[src/rtl/feature_packer.sv]
// Packs a stream of PRECISION-bit elements into registered NUM_FEATURES x N examples.
// Define FEATURE_PACKER_DBUF_EN for two-bank ping-pong buffering; the default build uses one bank.
module feature_packer #(
    parameter int unsigned PRECISION    = 8,
    parameter int unsigned NUM_FEATURES = 1,
    parameter int unsigned N            = 24
) (
    input  logic                                            clk,
    input  logic                                            rst,
    input  logic                                            ce,
    input  logic                                            in_valid,
    output logic                                            in_ready,
    input  logic [PRECISION-1:0]                            in_data,
    input  logic                                            in_last,
    output logic                                            out_valid,
    input  logic                                            out_ready,
    output logic [NUM_FEATURES-1:0][N-1:0][PRECISION-1:0]   features,
    output logic                                            err
);
    localparam int unsigned TOTAL = NUM_FEATURES * N;
    localparam int unsigned IDX_W = (TOTAL > 1) ? $clog2(TOTAL) : 1;
`ifdef FEATURE_PACKER_DBUF_EN
    localparam int unsigned NBANK = 2;
`else
    localparam int unsigned NBANK = 1;
`endif
    localparam logic [1:0] DEPTH = 2'(NBANK);

    // Element k sits at flat index k, which matches features[k/N][k%N] bit-for-bit.
    typedef logic [TOTAL-1:0][PRECISION-1:0] flat_t;
    typedef enum logic {FILL, FULL} state_t;

    state_t           state_q, state_d;
    logic [IDX_W-1:0] idx_q, idx_d;
    logic [1:0]       count_q, count_d;
    logic             out_valid_q, out_valid_d;
    logic             err_q, err_d;
    flat_t            features_q, features_d;
    flat_t            bank_q [NBANK];
    flat_t            bank_d [NBANK];
    logic             wr_sel;
    logic             push, pop, final_elem, done;
    flat_t            completed;

`ifdef FEATURE_PACKER_DBUF_EN
    logic wr_sel_q, wr_sel_d, rd_sel_q, rd_sel_d;
    assign wr_sel = wr_sel_q;
`else
    assign wr_sel = 1'b0;
`endif

    always_comb begin
        state_d     = state_q;
        idx_d       = idx_q;
        count_d     = count_q;
        err_d       = 1'b0;
        features_d  = features_q;
        bank_d      = bank_q;
`ifdef FEATURE_PACKER_DBUF_EN
        wr_sel_d    = wr_sel_q;
        rd_sel_d    = rd_sel_q;
`endif
        in_ready    = rst && ce && (state_q == FILL);
        push        = in_valid && in_ready;
        pop         = out_valid_q && out_ready && ce;
        final_elem  = (idx_q == IDX_W'(TOTAL - 1));
        done        = push && final_elem;
        completed   = bank_q[wr_sel];
        completed[idx_q] = in_data;

        if (push) begin
            bank_d[wr_sel] = completed;
            if (final_elem) begin
                idx_d = '0;
                err_d = ~in_last;
            end else if (in_last) begin
                idx_d = '0;
                err_d = 1'b1;
            end else begin
                idx_d = idx_q + IDX_W'(1);
            end
        end

        if (done && !pop) begin
            count_d = count_q + 2'd1;
        end else if (pop && !done) begin
            count_d = count_q - 2'd1;
        end

        // The presented example changes when a new one completes into an empty (or draining)
        // queue, or when the head is popped while the other bank already holds a complete one.
        if (done && ((count_q == 2'd0) || pop)) begin
            features_d = completed;
        end
`ifdef FEATURE_PACKER_DBUF_EN
        else if (pop && (count_q == 2'd2)) begin
            features_d = bank_q[~rd_sel_q];
        end
        if (done) wr_sel_d = ~wr_sel_q;
        if (pop)  rd_sel_d = ~rd_sel_q;
`endif

        out_valid_d = (count_d != 2'd0);
        state_d     = (count_d == DEPTH) ? FULL : FILL;
    end

    always_ff @(posedge clk or negedge rst) begin
        if (!rst) begin
            state_q     <= FILL;
            idx_q       <= '0;
            count_q     <= '0;
            out_valid_q <= 1'b0;
            err_q       <= 1'b0;
            features_q  <= '0;
            bank_q      <= '{default: '0};
`ifdef FEATURE_PACKER_DBUF_EN
            wr_sel_q    <= 1'b0;
            rd_sel_q    <= 1'b0;
`endif
        end else if (ce) begin
            state_q     <= state_d;
            idx_q       <= idx_d;
            count_q     <= count_d;
            out_valid_q <= out_valid_d;
            err_q       <= err_d;
            features_q  <= features_d;
            bank_q      <= bank_d;
`ifdef FEATURE_PACKER_DBUF_EN
            wr_sel_q    <= wr_sel_d;
            rd_sel_q    <= rd_sel_d;
`endif
        end
    end

    assign out_valid = out_valid_q;
    assign err       = err_q;
    assign features  = features_q;

endmodule
[config.mk]
export PLATFORM = sky130hd
export DESIGN_NAME = feature_packer
export DESIGN_NICKNAME = d
export VERILOG_FILES = /design/src/rtl/feature_packer.sv
export SDC_FILE = /design/constraint.sdc
export NUM_CORES = 1
export LEC_CHECK = 0
export ABC_AREA = 1
export BUFFER_PORTS_ARGS = -buffer_cell sky130_fd_sc_hd__buf_2
export CORE_MARGIN = 5
export CORE_UTILIZATION = 52
export DETAILED_ROUTE_END_ITERATION = 8
export PLACE_DENSITY = 0.82
export SLEW_MARGIN = 20
export SYNTH_ARGS = -nofsm -noshare
export SYNTH_HDL_FRONTEND = slang
export SYNTH_SLANG_ARGS = --single-unit
[constraint.sdc]
create_clock -name clk -period 1.6 [get_ports clk]
set_input_delay 0 -clock clk [delete_from_list [all_inputs] [get_ports clk]]
set_output_delay 0 -clock clk [all_outputs]
set_load 0.02 [all_outputs]
After elaboration in Yosys (flattened, before gate mapping)
Index checks and enable logic that the tools add are counted.
{"block": "word_totals", "reg_bits": 394, "input_bits": 14, "elab_cells": 90, "output_inout_bits": 195}
{"block": "op_classes", "magnitude_cmp": 2, "addsub": 3, "eq_ne": 2, "n_bitwise": 2, "n_mux": 11, "n_reduce_logical": 17}
{"cell": "$bwmux 192", "count": 1}
{"cell": "$demux 8 s5", "count": 1}
{"cell": "$logic_and 1x1->1", "count": 10}
{"cell": "$mux 5", "count": 2}
{"cell": "$mux 8", "count": 1}
{"cell": "$lt 5x6->1 const B", "count": 1}
{"cell": "$add 5x1->5 const B", "count": 1}
{"cell": "$eq 5x5->1 const B", "count": 1}
{"cell": "$ge 5x1->1 const B", "count": 1}
{"cell": "$mux 1", "count": 4}
{"cell": "$mux 2", "count": 2}
{"cell": "$reduce_and 2->1", "count": 2}
{"cell": "$add 2x1->2 const B", "count": 1}
{"cell": "$eq 2x1->1 const B", "count": 1}
{"cell": "$logic_not 1->1", "count": 2}
{"cell": "$logic_not 2->1", "count": 1}
{"cell": "$not 1->1", "count": 2}
{"cell": "$reduce_bool 2->1", "count": 1}
{"cell": "$sub 2x1->2 const B", "count": 1}
{"cell": "$logic_or 1x1->1", "count": 1}

Longest topological paths before layout
Gate-level depths: netlist of the first run.
{"block": "depth", "ltp_word": 10, "depth_mapped": 11, "ltp_nobuf": 11}

Worst setup path after synthesis of the first run
OpenSTA, ideal clock, no wires.
{"block": "synth_timing", "path_type": "register to register", "start": "reg idx_q[1]", "end": "reg features_q, in the netlist features[32]", "synth_period_minus_slack_ps": 1784, "arrival_ps": 1650, "path_slack_ps": -184, "stages_incl_launch_ff": 12, "path_cell_list": "dfrtp_1 ha_1 nand2_1 nor2_2 nand2_2 inv_4 nand2_4 buf_6 buf_6 buf_6 nand2_1 o21ai_0"}
{"block": "synth_between", "elab_chain_len": 5, "elab_cells_between_ends": 10, "cone_classes": "order compare: 2; eq/ne: 1; mux: 3; reduce/logical: 4"}
{"element": "from (decl)", "line_no": "34", "text": "logic [IDX_W-1:0] idx_q, idx_d;"}
{"element": "from (signal assigned)", "line_no": "122", "text": "idx_q <= idx_d;"}
{"element": "$lt 5x6->1 (implied by the code) or $ge 5x1->1 (tied branches)", "line_no": "69", "text": "completed[idx_q] = in_data;"}
{"element": "$logic_and 1x1->1 (implied by the code)", "line_no": "69"}
{"element": "$mux 8 (implied by the code)", "line_no": "69"}
{"element": "$demux 8 s5", "line_no": "69"}
{"element": "$bwmux 192", "line_no": "69"}
{"element": "to (signal assigned)", "line_no": "126", "text": "features_q <= features_d;"}
{"element": "to (decl)", "line_no": "38", "text": "flat_t features_q, features_d;"}
Several ways; a longest one is shown, not always the timed one.
A chain may end at the register's enable or synchronous reset.

Worst setup path after layout of the first run
{"block": "layout_timing", "start": "reg idx_q[0]", "end": "reg features_q, in the netlist features[189]"}
Same word-level chain as after synthesis.

==> results.txt, run 1 <==
Outcome -> finished with violations
Violated checks -> setup timing
Gpl congestion -> 0.794
Die footprint -> 0.0354 mm2
Antenna Violating Nets Remaining -> 0
Yosys warnings -> 0
Max clock buf depth -> 3
Layout cell share with drive strength beyond 1 -> 0.349
Final std cell area, no fill -> 0.0226 mm2
Fin. Hold Viols -> 0
HPWL Detailed -> 27300 um
Root buffer cell -> clkbuf_16
Final Non-Filler Cells -> 2402
Fin crit share -> 1.10
Vias in the first global route -> 13900
Synth Instances -> 1695
Combinational Power Share -> 0.215
Switch Pwr -> 8.23 mW
Crit path cell chain -> ha_4, nand2_4, nor2_4, nand2_4, inv_12, buf_12, nand2_8, clkbuf_16, nand2_4, o21ai_2
H-tree Lvls -> 2
Post-Place Cells -> 2269
Skew final -> 20.1 ps
Total of max-cap violations -> 0
Syn Area/Cell -> 9.72 um2
Crit Path Max Fanout -> 6
Min cycle time layout -> 1760 ps
Relative slew slack -> 0.291
Pin count of the biggest net entering global routing -> 177
Req. time, crit path -> 1990 ps
Clk Latency, worst-skew pair -> 530 ps
Die X -> 188 um
Starting DRT DRC Count -> 1404
Via count -> 14100
TritonRoute pass-1 iters -> 5
Die Y -> 188 um
P per Cell Area -> 1230 mW/mm2
Port Buf Inserts -> 208
Core area -> 0.0314 mm2
Placed cell area -> 0.0185 mm2
Grt ovf -> 0
Worst path top cell family by delay -> simple AND/OR/NAND/NOR gates
Leak -> 11.1 nW
Initial antenna violation count -> 2
Final setup violation count -> 231
Clock-pin transition on the worst setup and hold timing paths -> 60 ps
Seq pwr share -> 0.427
Initial Utilization -> 0.525
Synth Register Bits -> 394
Final WL -> 52500 um
Internal power -> 19.6 mW
Crit. End Element -> flop
Clk sinks -> 394
Ports -> 209
Clk pwr share -> 0.358
Worst hold-check path type -> primary input to asynchronous set/reset pin
Setup ws final -> -162 ps
CTS tree -> done
P&R area growth vs syn -> 37.1%
Sequential share of the synthesized area -> 0.598
CP Class -> flop to flop
Post-synthesis instance area -> 0.0165 mm2
Syn Nets -> 1714
Dpl ws -> -243 ps
Routed len/inst -> 21.9 um
CTS Buf Count -> 41
Slew @ Worst Pin -> 1060 ps
Peak supply drop -> 0.000802 V
CP most frequent cell -> nand2_4
Crit path arrival time -> 2150 ps
CP bufs+invs -> 3
Final Max Tran Viols -> 0
Core Rows -> 65
Total Routing Usage GR -> 0.262
Crit path largest cell delay -> 420 ps
Worst path slowest cell -> dfrtp_2
RSZ-0062 raised after global routing -> yes
Netlist cell types -> 28
Filler cell count -> 2030
Nets -> 1988
Peak Freq -> 568 MHz
Setup crit start kind -> flop
DRC viols -> 0
First-pass GRT wire length -> 75100 um
Worst hold margin -> 125 ps
Via-per-instance ratio -> 5.87
Switching portion of total power -> 0.296
-- final timing paths --
path | start | endpoint | slack, ps | cells after the start
worst max-delay path | idx_q[0]$_DFFE_PN0P_ | features[189]$_DFFE_PN0P_ | -160 | 10
worst min-delay path | rst | idx_q[2]$_DFFE_PN0P_ | 130 | 3
worst max register to register | idx_q[0]$_DFFE_PN0P_ | features[189]$_DFFE_PN0P_ | -160 | 10
worst min register to register | features[164]$_DFFE_PN0P_ | features[164]$_DFFE_PN0P_ | 480 | 2
max in group asynchronous | rst | bank_q[138]$_DFFE_PN0P_ | 380 | 4
min in group clk | in_data[5] | bank_q[189]$_DFFE_PN0P_ | 130 | 3
-- synth_stat cells --
cell type | instances | share of area
buf_6 | 19 | 0.013
clkbuf_2 | 8 | 0.0024
nand2_1 | 468 | 0.11
buf_1 | 1 | 0.00023
ha_1 | 5 | 0.0038
xor2_1 | 1 | 0.00053
nand2_4 | 1 | 0.00068
nor3b_1 | 1 | 0.00046
nand3_1 | 17 | 0.0052
nor2_2 | 3 | 0.0011
clkbuf_1 | 70 | 0.016
nor2_4 | 1 | 0.00068
inv_1 | 81 | 0.018
o31ai_1 | 1 | 0.00046
mux2i_1 | 128 | 0.078
nand3_2 | 13 | 0.0079
nand4_1 | 1 | 0.00038
a31oi_1 | 1 | 0.00038
nand2_2 | 2 | 0.00076
o21ai_1 | 147 | 0.045
dfrtp_1 | 394 | 0.60
buf_2 | 15 | 0.0046
a21oi_1 | 4 | 0.0012
o21ai_0 | 303 | 0.092
inv_4 | 1 | 0.00038
nor2_1 | 7 | 0.0016
inv_2 | 1 | 0.00023
buf_4 | 1 | 0.00046
-- stage by stage --
step	utilization	setup TNS, ps	total power, mW
after floorplan	-	-2350	14.5
after global placement	0.588	-10940	15.8
after detailed placement	0.588	-27770	16.2
after CTS	0.674	-2860	26.9
after global routing	0.720	-30260	28.9
final	0.720	-10710	27.8
-- layout make-up --
type                       count  area [um2]  share of cell area
antenna                        2        5.00            0.000221
clock buffer                  60        1210              0.0535
sequential                   394        9860               0.436
inverter                      83         332              0.0147
tap                          402         503              0.0223
clock inverter                12         191             0.00847
timing repair buffer         339        3120               0.138
multi-input combinational   1110        7380               0.326
-- layer usage --
layer	vias to the layer above	GRT usage	routed length, um
met3	182	0.0544	4310
met1	6960	0.345	20000
li1	6215	-	-
met4	0	0.0982	2360
met5	-	0	0
met2	734	0.432	25900
-- power groups by stage --
| stage | Sequential, mW | Combinational [mW] | Clock (mW) |
|---|---|---|---|
| floorplan | 11.7 | 2.84 | 0 |
| global placement | 11.7 | 4.12 | 0 |
| detailed placement | 11.8 | 4.36 | 0 |
| CTS | 11.7 | 5.16 | 10.0 |
| global route | 12.0 | 6.47 | 10.5 |
| finish | 11.9 | 5.98 | 9.97 |
-- cells in the final DEF, fill, tap and decap left out, types with 14 or more instances in the layout --
| cell type | instances |
|---|---|
| mux2i_4 | 34 |
| buf_12 | 40 |
| o21ai_0 | 144 |
| mux2i_2 | 30 |
| inv_1 | 77 |
| o21ai_1 | 216 |
| o21ai_2 | 86 |
| mux2i_1 | 64 |
| buf_6 | 14 |
| nand2_1 | 368 |
| nand3_4 | 14 |
| buf_2 | 208 |
| buf_4 | 43 |
| nand2_4 | 40 |
| buf_16 | 15 |
| nand2_2 | 63 |
| clkbuf_16 | 55 |
| dfrtp_1 | 391 |
-- flip-flops by register name, summed over array words and instances, names as in the netlist --
signal,flops
state_q,1
err,1
out_valid,1
idx_q,5
count_q,2
features,192
bank_q,192
-- worst register-to-register path, cell delays in order (launching register included) --
cell and delay, ps:
dfrtp_2 420, ha_4 160, nand2_4 60, nor2_4 140
nand2_4 90, inv_12 110, buf_12 150, nand2_8 120
clkbuf_16 200, nand2_4 90, o21ai_2 80
-- cells by family (layout without fill, tap and decap cells) --
group | after synthesis | count (layout) | share of synthesized area
and+or+nand+nor | 514 | 520 | 0.125
xor gates and xnor gates | 1 | 1 | 0.000532
other | 0 | 2 | 0
DFF | 394 | 394 | 0.598
buffers and inverters | 197 | 494 | 0.0556
AOI/OAI and AO/OA | 456 | 456 | 0.139
muxes | 128 | 128 | 0.0777
adders and majority gates | 5 | 5 | 0.00380
-- timing repair --
action	4_1_cts	5_1_grt
endpoints found under the hold margin	210	0
setup buffers	15	4
gates resized for setup	222	339
hold buffers	4	0
gates cloned	20	19
pin swaps	15	29
setup endpoints to repair	351	370
Power figures use the tool's default switching activity.
==> run 2, diff against run 1 <==
--- a/config.mk
+++ b/config.mk
@@ -7,10 +7,11 @@
 export LEC_CHECK = 0
 export ABC_AREA = 1
 export BUFFER_PORTS_ARGS = -buffer_cell sky130_fd_sc_hd__buf_2
-export CORE_MARGIN = 5
+export CORE_MARGIN = 8
 export CORE_UTILIZATION = 52
 export DETAILED_ROUTE_END_ITERATION = 8
 export PLACE_DENSITY = 0.82
+export SETUP_SLACK_MARGIN = 0.1
 export SLEW_MARGIN = 20
 export SYNTH_ARGS = -nofsm -noshare
 export SYNTH_HDL_FRONTEND = slang
==> results.txt, run 2 (synthesis results as in run 1) <==
Commonest non-fill, non-tap cell in the layout -> dfrtp_1
Total power -> 28.3 mW
Nets -> 1975
CTS Buf Count -> 41
DRC viols -> 0
Via-per-instance ratio -> 5.91
Reg2reg path depth -> 7
Violated checks -> setup timing
Final Non-Filler Cells -> 2390
Grt ovf -> 0
CTS tree -> done
RSZ-0062 raised after global routing -> yes
Pin count of the biggest net entering global routing -> 145
Min cycle time layout -> 1750 ps
Critical path origin -> idx_q[3]$_DFFE_PN0P_
TritonRoute pass-1 iters -> 6
Leak -> 11.0 nW
H-tree Lvls -> 2
Setup TNS -> -18950 ps
Relative slew slack -> 0.278
Total of max-cap violations -> 0
Peak Freq -> 570 MHz
Crit Path Max Fanout -> 8
Most frequent cells in the layout -> 391 x dfrtp_1, 390 x nand2_1, 223 x o21ai_1
Slew @ Worst Pin -> 1080 ps
Clock-pin transition on the worst setup and hold timing paths -> 70 ps
Skew final -> 28.5 ps
Core Rows -> 65
Initial Utilization -> 0.525
Termination of the worst setup path -> bank_q[105]$_DFFE_PN0P_
Reg2reg setup slack -> -150 ps
Vias in the first global route -> 14000
Outcome -> finished with violations
Total Routing Usage GR -> 0.254
Req. time, crit path -> 2030 ps
CP Class -> flop to flop
Initial antenna violation count -> 2
Starting DRT DRC Count -> 1284
Crit path arrival time -> 2180 ps
P&R area growth vs syn -> 35.9%
Clk sinks -> 394
Die X -> 194 um
Setup ws final -> -153 ps
Die Y -> 194 um
Gpl congestion -> 0.820
Final Max Tran Viols -> 0
HPWL Detailed -> 26900 um
Dpl ws -> -181 ps
Post-Place Cells -> 2256
Worst hold-check path type -> primary input to flop
Root buffer cell -> clkbuf_16
P per Cell Area -> 1270 mW/mm2
First-pass GRT wire length -> 77600 um
Peak supply drop -> 0.00109 V
RR Endpoint -> bank_q[105]$_DFFE_PN0P_
Final WL -> 54100 um
Routed len/inst -> 22.7 um
Clk Latency, worst-skew pair -> 540 ps
Layout cell share with drive strength beyond 1 -> 0.334
Antenna Violating Nets Remaining -> 0
Setup crit start kind -> flop
Fin. Hold Viols -> 0
Via count -> 14100
Max clock buf depth -> 3
Fin crit share -> 1.10
Die footprint -> 0.0376 mm2
Ports -> 209
Core area -> 0.0314 mm2
Crit. End Element -> flop
Final setup violation count -> 319
Port Buf Inserts -> 208
Reg2reg start -> idx_q[3]$_DFFE_PN0P_
[run 2: layer usage]
layer  global-route usage  wire, um  up-vias
met5                    0        14        -
met4               0.0905      2510        2
met3               0.0522      4490      199
met2                0.431     26800      785
met1                0.320     20300     6949
li1                     -         -     6183
[run 2: stage by stage]
| stage | area (um2) | hold WS (ps) | utilization |
|---|---|---|---|
| floorplan | 16600 | -296 | - |
| global placement | 18400 | 36.1 | 0.586 |
| detailed placement | 18400 | 37.7 | 0.586 |
| CTS | 21100 | 36.1 | 0.671 |
| global route | 22400 | 72.6 | 0.713 |
| finish | 22400 | 68.2 | 0.713 |
[run 2: critical path: stages, from the launching register on]
cell     delay [ps]
dfrtp_1         420
inv_2            70
buf_6           120
nor2_4          140
buf_6           150
nand3_4         190
mux2i_1         220
o21ai_0         320
[run 2: what timing repair did]
item                       in CTS  in global routing
pin swaps                      23                 23
gates cloned                   22                 21
hold endpoints to repair       90                  0
resized for setup             216                265
hold buffers                    3                  0
buffers inserted               12                  6
setup endpoints to repair     382                390
[run 2: cell type report]
cell class,instances,area (um2)
clock buffer,64,1270
clock inverter,10,131
antenna,1,2.50
sequential,394,9860
tap,402,503
fill,2088,9000
multi-input combinational,1111,7200
inverter,83,343
timing repair buffer,325,3080
[run 2: worst min-delay path by stage]
stage                     slack [ps]        from                  endpoint  cells past startpoint
after global routing              70  in_data[3]   bank_q[187]$_DFFE_PN0P_                      4
final                             70  in_data[3]   bank_q[187]$_DFFE_PN0P_                      4
after detailed placement          40         rst  features[74]$_DFFE_PN0P_                      2
after global placement            40         rst  features[74]$_DFFE_PN0P_                      2
after CTS                         40  in_data[3]   bank_q[187]$_DFFE_PN0P_                      4
after floorplan                 -300         rst     bank_q[0]$_DFFE_PN0P_                      0
[run 2: power breakdown]
part | internal [mW] | switching [mW] | total, mW
combinational | 2.81 | 3.61 | 6.42
sequential | 11.0 | 0.895 | 11.9
clock | 5.96 | 4.04 | 10.0
total | 19.8 | 8.54 | 28.3
